## src/rtl/wf_outstanding_tracker.sv

```systemverilog
// Per-wavefront outstanding-instruction scoreboard with registered busy mask and sticky error flags.
// Optional drain handshake (drain_req/drain_ack/issue_stall) is enabled by defining WF_TRACKER_DRAIN_EN.
module wf_outstanding_tracker #(
  parameter int NUM_WF = 40,
  parameter int WFID_W = 6,
  parameter int CNT_W  = 4
) (
  input  logic              clk,
  input  logic              rst,
  input  logic              issue_valid,
  input  logic [WFID_W-1:0] issue_wfid,
  input  logic              retire_valid,
  input  logic [WFID_W-1:0] retire_wfid,
  input  logic              flush_valid,
  input  logic [WFID_W-1:0] flush_wfid,
  input  logic [WFID_W-1:0] query_wfid,
  output logic [CNT_W-1:0]  query_count,
  output logic [NUM_WF-1:0] busy_mask,
  output logic              overflow_err,
  output logic              underflow_err,
  output logic              range_err
`ifdef WF_TRACKER_DRAIN_EN
  ,
  input  logic              drain_req,
  output logic              drain_ack,
  output logic              issue_stall
`endif
);

  localparam logic [CNT_W-1:0]  CNT_MAX  = '1;
  localparam logic [WFID_W:0]   NUM_WF_L = (WFID_W + 1)'(NUM_WF);

  logic [CNT_W-1:0]  cnt      [NUM_WF];
  logic [CNT_W-1:0]  cnt_next [NUM_WF];
  logic [NUM_WF-1:0] inc_vec;
  logic [NUM_WF-1:0] dec_vec;
  logic [NUM_WF-1:0] fl_vec;
  logic [NUM_WF-1:0] busy_next;
  logic              ovf_hit;
  logic              unf_hit;
  logic              range_hit;
  logic              stall_viol;
  logic              query_in_range;

  // Flush wins outright; a simultaneous issue+retire nets to zero without raising errors.
  always_comb begin
    inc_vec   = '0;
    dec_vec   = '0;
    fl_vec    = '0;
    busy_next = '0;
    ovf_hit   = 1'b0;
    unf_hit   = 1'b0;
    for (int i = 0; i < NUM_WF; i++) begin
      inc_vec[i]  = issue_valid  && (issue_wfid  == WFID_W'(i));
      dec_vec[i]  = retire_valid && (retire_wfid == WFID_W'(i));
      fl_vec[i]   = flush_valid  && (flush_wfid  == WFID_W'(i));
      cnt_next[i] = cnt[i];
      if (fl_vec[i]) begin
        cnt_next[i] = '0;
      end else if (inc_vec[i] && !dec_vec[i]) begin
        if (cnt[i] == CNT_MAX) ovf_hit = 1'b1;
        else                   cnt_next[i] = cnt[i] + 1'b1;
      end else if (dec_vec[i] && !inc_vec[i]) begin
        if (cnt[i] == '0) unf_hit = 1'b1;
        else              cnt_next[i] = cnt[i] - 1'b1;
      end
      busy_next[i] = |cnt_next[i];
    end
  end

  assign range_hit = (issue_valid  && ({1'b0, issue_wfid}  >= NUM_WF_L)) ||
                     (retire_valid && ({1'b0, retire_wfid} >= NUM_WF_L)) ||
                     (flush_valid  && ({1'b0, flush_wfid}  >= NUM_WF_L));

  assign query_in_range = {1'b0, query_wfid} < NUM_WF_L;

  always_ff @(posedge clk or negedge rst) begin
    if (!rst) begin
      for (int i = 0; i < NUM_WF; i++) cnt[i] <= '0;
      busy_mask     <= '0;
      query_count   <= '0;
      overflow_err  <= 1'b0;
      underflow_err <= 1'b0;
      range_err     <= 1'b0;
    end else begin
      for (int i = 0; i < NUM_WF; i++) cnt[i] <= cnt_next[i];
      busy_mask     <= busy_next;
      query_count   <= query_in_range ? cnt[query_wfid] : '0;
      overflow_err  <= overflow_err | ovf_hit | stall_viol;
      underflow_err <= underflow_err | unf_hit;
      range_err     <= range_err | range_hit;
    end
  end

`ifdef WF_TRACKER_DRAIN_EN
  typedef enum logic [1:0] {IDLE, DRAINING, DONE} drain_state_t;

  drain_state_t state;
  drain_state_t state_next;
  logic         stall_next;
  logic         ack_next;

  always_ff @(posedge clk or negedge rst) begin
    if (!rst) begin
      state       <= IDLE;
      issue_stall <= 1'b0;
      drain_ack   <= 1'b0;
    end else begin
      state       <= state_next;
      issue_stall <= stall_next;
      drain_ack   <= ack_next;
    end
  end

  // Drain completes on the registered busy mask, so ack trails the last retire by one cycle.
  always_comb begin
    state_next = state;
    case (state)
      IDLE:     if (drain_req) state_next = DRAINING;
      DRAINING: begin
        if (!drain_req)          state_next = IDLE;
        else if (busy_mask == '0) state_next = DONE;
      end
      DONE:     if (!drain_req) state_next = IDLE;
      default:  state_next = IDLE;
    endcase
  end

  always_comb begin
    stall_next = (state_next != IDLE);
    ack_next   = (state_next == DONE);
  end

  assign stall_viol = issue_valid && issue_stall;
`else
  assign stall_viol = 1'b0;
`endif

endmodule

```

## config.mk

```make
export PLATFORM = sky130hd
export DESIGN_NAME = wf_outstanding_tracker
export DESIGN_NICKNAME = d
export VERILOG_FILES = /design/src/rtl/wf_outstanding_tracker.sv
export SDC_FILE = /design/constraint.sdc
export NUM_CORES = 1
export LEC_CHECK = 0
export ABC_AREA = 1
export BUFFER_PORTS_ARGS = -buffer_cell sky130_fd_sc_hd__buf_2
export CAP_MARGIN = 15
export CORE_MARGIN = 2
export CORE_UTILIZATION = 45
export CTS_CLUSTER_DIAMETER = 50
export CTS_CLUSTER_SIZE = 16
export DETAILED_ROUTE_END_ITERATION = 10
export GPL_TIMING_DRIVEN = 0
export PLACE_DENSITY = 0.68
export SYNTH_ARGS = -nofsm -noshare
export SYNTH_HDL_FRONTEND = slang
export SYNTH_SLANG_ARGS = --single-unit
```

## constraint.sdc

```tcl
create_clock -name clk -period 2.2 [get_ports clk]
set_input_delay 0.33 -clock clk [delete_from_list [all_inputs] [get_ports clk]]
set_output_delay 0.33 -clock clk [all_outputs]
set_load 0.05 [all_outputs]
```

==> impl_results.md <==
* Signal arrival time at the worst endpoint at 2720 ps
* DP Area at 0.0211 mm2
* Chip width at 215 um
* Fraction of the yosys area taken by sequential cells at 25.9%
* Total power consumption of the routed design at 20,700 uW
* IO buf count at 70
* Category of the critical setup timing path: input port to flop
* Cell count of the worst reg-to-reg path at 11
* Number of DRC markers after the initial detailed-route iteration at 2,337
* Maximum resistive drop on vdd at 914 uV
* Largest net degree at the start of global routing at 107
* Run status: finished, violations left
* Placement Rows at slightly below 80
* Detailed-placement wirelength estimate at 57,600 um
* Postcts setup bufs at 0
* Transition time at the pin with the least slew margin at 1010 ps
* Number of antenna violations at the first check in global routing at 4
* Crit-path slowest cell: sky130_fd_sc_hd__clkbuf_1
* Violations in the final reports: negative setup slack
* Inst Count DP at around 4,100
* Slew Limit Headroom at 32.6%
* Post-route setup slack at -55.1 ps
* Cell count after synthesis at 3,397
* Final cell count without fillers at just over 4,000
* Proportion of layout cells with a drive suffix above 1 at between 5 and 6%
* Clock Root Buffer: sky130_fd_sc_hd__clkbuf_16
* # Max-Cap Violations at 0
* Yosys warns at 0
* Area of all placed cells without fillers at ~0.022 mm2
* Ordered cell list for the critical path: buf_2 -> inv_1 -> clkbuf_1 -> a21oi_1 -> o21ai_0 -> nand3_1 -> nand3_1 -> nand3_1 -> nand3_1 -> nand2_1
* Peak Freq at approximately 440 MHz
* Clock tree from TritonCTS: built
* Cell type with the highest aggregate area in the netlist: sky130_fd_sc_hd__dfrtp_1
* Mapped Nets at 3,507
* Synthesized flop and latch total at about 210
* H-tree depth at 1
* Gp weighted congestion at around 1.1
* Critical path's most frequent cell: sky130_fd_sc_hd__nand3_1
* Kind of cell adding the most delay to the critical path: buffers and inverters
* Height of the die at 215 um
* Post-synth top area share at 25.9%
* Nature of the critical path endpoint: flop
* Length of the first detailed-routing pass in iterations at 8
* Share of the core filled with cells in the final layout at between 50% and 60%
* Total Routed Length at 73,000 um
* Number of vias in the routed layout at 22,200
* Worst-case clock buffer depth at 3
* Drt via density at 5.40
* RSZ-0062 raised after global routing: false
* Via count of the first global-routing pass at 19,900
* WP buf/inv at 3
* Number of setup violations in the final report at 1
* Setup slack, reg-to-reg at 120 ps
* Final critical delay including setup and external delays at between 2000 and 2500 ps
* Worst hold path class: input port to flop
* Total core area at around 0.044 mm2
* Top-level I/O count at 76
* Wire per inst at 17.7 um
* Syn_area_per_cell at between 5 and 6 um2
* Effective utilization at floorplan at 45.4%
* Global-route wire length before repair at approximately 110,000 um
* Area growth from synthesis to layout at 11.2%
* Num CTS Buffers at 31
* Number of pins exceeding their max-slew limit in the final report at 0
* Clock transition time at the flip-flop clock pins of the worst setup and hold paths at about 70 ps
* Remaining antenna violation count at 0
* Overall global routing resource usage at a little under a third
* Final critical-path share of the clock period at 103%
* Startpoint kind of the worst setup timing path: input port
* Worst reg2reg path startpoint: cnt[56]
* DP Worst Slack at -624 ps
* Final-report hold violation count at 0
* Maximum fanout along the worst path at 10
* Static Leak at 0.0121 uW
* Hold depth at 2
* Total power density per cell area at slightly above 900 mW/mm2
* Clock sink total at between 200 and 250
* Overflow left after global routing at 0
* Longest individual stage delay on the worst path at around 800 ps
* Largest cells by area after synthesis: sky130_fd_sc_hd__dfrtp_1 (26%), sky130_fd_sc_hd__nand2_1 (16%), sky130_fd_sc_hd__inv_1 (12%), sky130_fd_sc_hd__nand3_1 (11%), sky130_fd_sc_hd__o21ai_0 (7.9%)
* Total Nets Final at 3,612
* Worst Hold End: range_err
* Clock latency reported for the late side of the worst-skew pair at 600 ps
* Total Die Area at 0.0461 mm2
* Count of cell types in the netlist at 33
* Origin of the worst min-delay path: retire_valid
* Area of the mapped netlist at 0.0200 mm2
* Number of design rule violations left after detail routing at 0
* Reg2reg end: overflow_err
* Worst clock skew on the final layout at 25.3 ps
* Worst EP required at between 2000 and 3000 ps
==> report_power, final <==
part           internal [uW]  leakage [uW]  switching (uW)  total, uW
Sequential              4950       0.00251            1470       6420
Combinational           2860       0.00903            6290       9160
Clock                   2840      0.000510            2260       5100
==> worst max-delay path by stage <==
stage             startpoint             end  slack [ps]  depth (start not counted)
6_report       query_wfid[0]  query_count[3]         -60                         10
2_1_floorplan    issue_valid   busy_mask[28]         550                         11
3_3_place_gp             rst        cnt[149]       -2990                          1
3_5_place_dp   flush_wfid[4]    overflow_err        -620                         12
5_1_grt             cnt[140]    busy_mask[4]           5                         12
4_1_cts              cnt[56]    overflow_err          20                         11
==> cells in the final DEF (no fill, tap or decap), drive strengths merged, types with 2 or more instances in the layout <==
cell type | netlist | layout
a31oi | 30 | 30
diode | 0 | 3
xnor2 | 11 | 11
a21o | 3 | 3
inv | 659 | 671
a22oi | 2 | 2
dfrtp | 207 | 207
ha | 81 | 81
buf | 16 | 86
xor2 | 93 | 93
nor2 | 439 | 439
o21bai | 2 | 2
clkinv | 5 | 13
clkinvlp | 0 | 5
clkbuf | 33 | 65
nand3b | 3 | 3
nand3 | 454 | 454
o21ai | 324 | 324
a21oi | 109 | 109
o211ai | 12 | 12
nand2 | 834 | 834
nor3 | 27 | 27
nand4 | 50 | 50
==> logic make-up after synthesis <==
logic type / after synthesis / synth area share, %
xor gates and xnor gates: 104 / 4.56
adders and majority gates: 81 / 5.07
AOI/OAI and AO/OA: 485 / 12.6
and+or+nand+nor: 1807 / 38.3
buffers and inverters: 713 / 13.6
DFF: 207 / 25.9
==> stage by stage <==
stage,hold WS (ps),setup TNS [ps]
2_1_floorplan,34.4,0
6_report,121,-55.1
3_5_place_dp,438,-7160
5_1_grt,114,0
3_3_place_gp,530,-622180
4_1_cts,88.6,0
==> cell usage after synthesis <==
| cell type | count |
|---|---|
| sky130_fd_sc_hd__a21oi_1 | 109 |
| sky130_fd_sc_hd__buf_2 | 5 |
| sky130_fd_sc_hd__clkbuf_1 | 33 |
| sky130_fd_sc_hd__nand4_1 | 50 |
| sky130_fd_sc_hd__nand2_2 | 2 |
| sky130_fd_sc_hd__inv_1 | 634 |
| sky130_fd_sc_hd__a2111o_1 | 1 |
| sky130_fd_sc_hd__nor2_1 | 410 |
| sky130_fd_sc_hd__a21o_1 | 3 |
| sky130_fd_sc_hd__ha_1 | 81 |
| sky130_fd_sc_hd__o21a_1 | 1 |
| sky130_fd_sc_hd__o211ai_1 | 12 |
| sky130_fd_sc_hd__o21ai_1 | 7 |
| sky130_fd_sc_hd__nor2_2 | 27 |
| sky130_fd_sc_hd__nand3b_1 | 3 |
| sky130_fd_sc_hd__nor2_4 | 2 |
| sky130_fd_sc_hd__buf_1 | 4 |
| sky130_fd_sc_hd__o2111ai_1 | 1 |
| sky130_fd_sc_hd__nand3_4 | 2 |
| sky130_fd_sc_hd__o21ai_0 | 317 |
| sky130_fd_sc_hd__xor2_1 | 93 |
| sky130_fd_sc_hd__nand3_2 | 3 |
| sky130_fd_sc_hd__nand3_1 | 449 |
| sky130_fd_sc_hd__clkinv_1 | 5 |
| sky130_fd_sc_hd__a31oi_1 | 30 |
| sky130_fd_sc_hd__xnor2_1 | 11 |
| sky130_fd_sc_hd__buf_4 | 7 |
| sky130_fd_sc_hd__nor3_1 | 27 |
| sky130_fd_sc_hd__o21bai_1 | 2 |
| sky130_fd_sc_hd__nand2_1 | 832 |
| sky130_fd_sc_hd__dfrtp_1 | 207 |
| sky130_fd_sc_hd__a22oi_1 | 2 |
| sky130_fd_sc_hd__inv_2 | 25 |
==> metal layers <==
metal	GRT usage, %	vias to the layer above	share of wire [%]
met4	14.7	2	4.9
met1	43.6	10200	44
li1	-	11000	-
met3	5.61	203	9.4
met5	0	-	0.015
met2	46.5	938	42
==> repair_timing <==
item                                    in CTS  in global routing
endpoints found under the setup margin       2                  2
gates cloned                                 0                  0
pin swaps                                    0                  0
endpoints found under the hold margin      101                  0
hold buffers                                 1                  0
resized for setup                            2                  8
==> flip-flops by register name (all words and copies together), names as in the netlist <==
signal,flops
range_err,1
cnt,160
underflow_err,1
busy_mask,40
query_count,4
overflow_err,1
==> final cells by class <==
cell class                 instances  area (um2)
antenna                            3        7.51
buffer                            49         219
clock buffer                      31         776
clock inverter                    26         299
fill                            4653       21800
inverter                         664        2490
multi-input combinational       2477       12100
sequential                       207        5180
tap                              592         741
timing repair buffer              72         398
No activity file was read; power rests on OpenSTA's default activity.
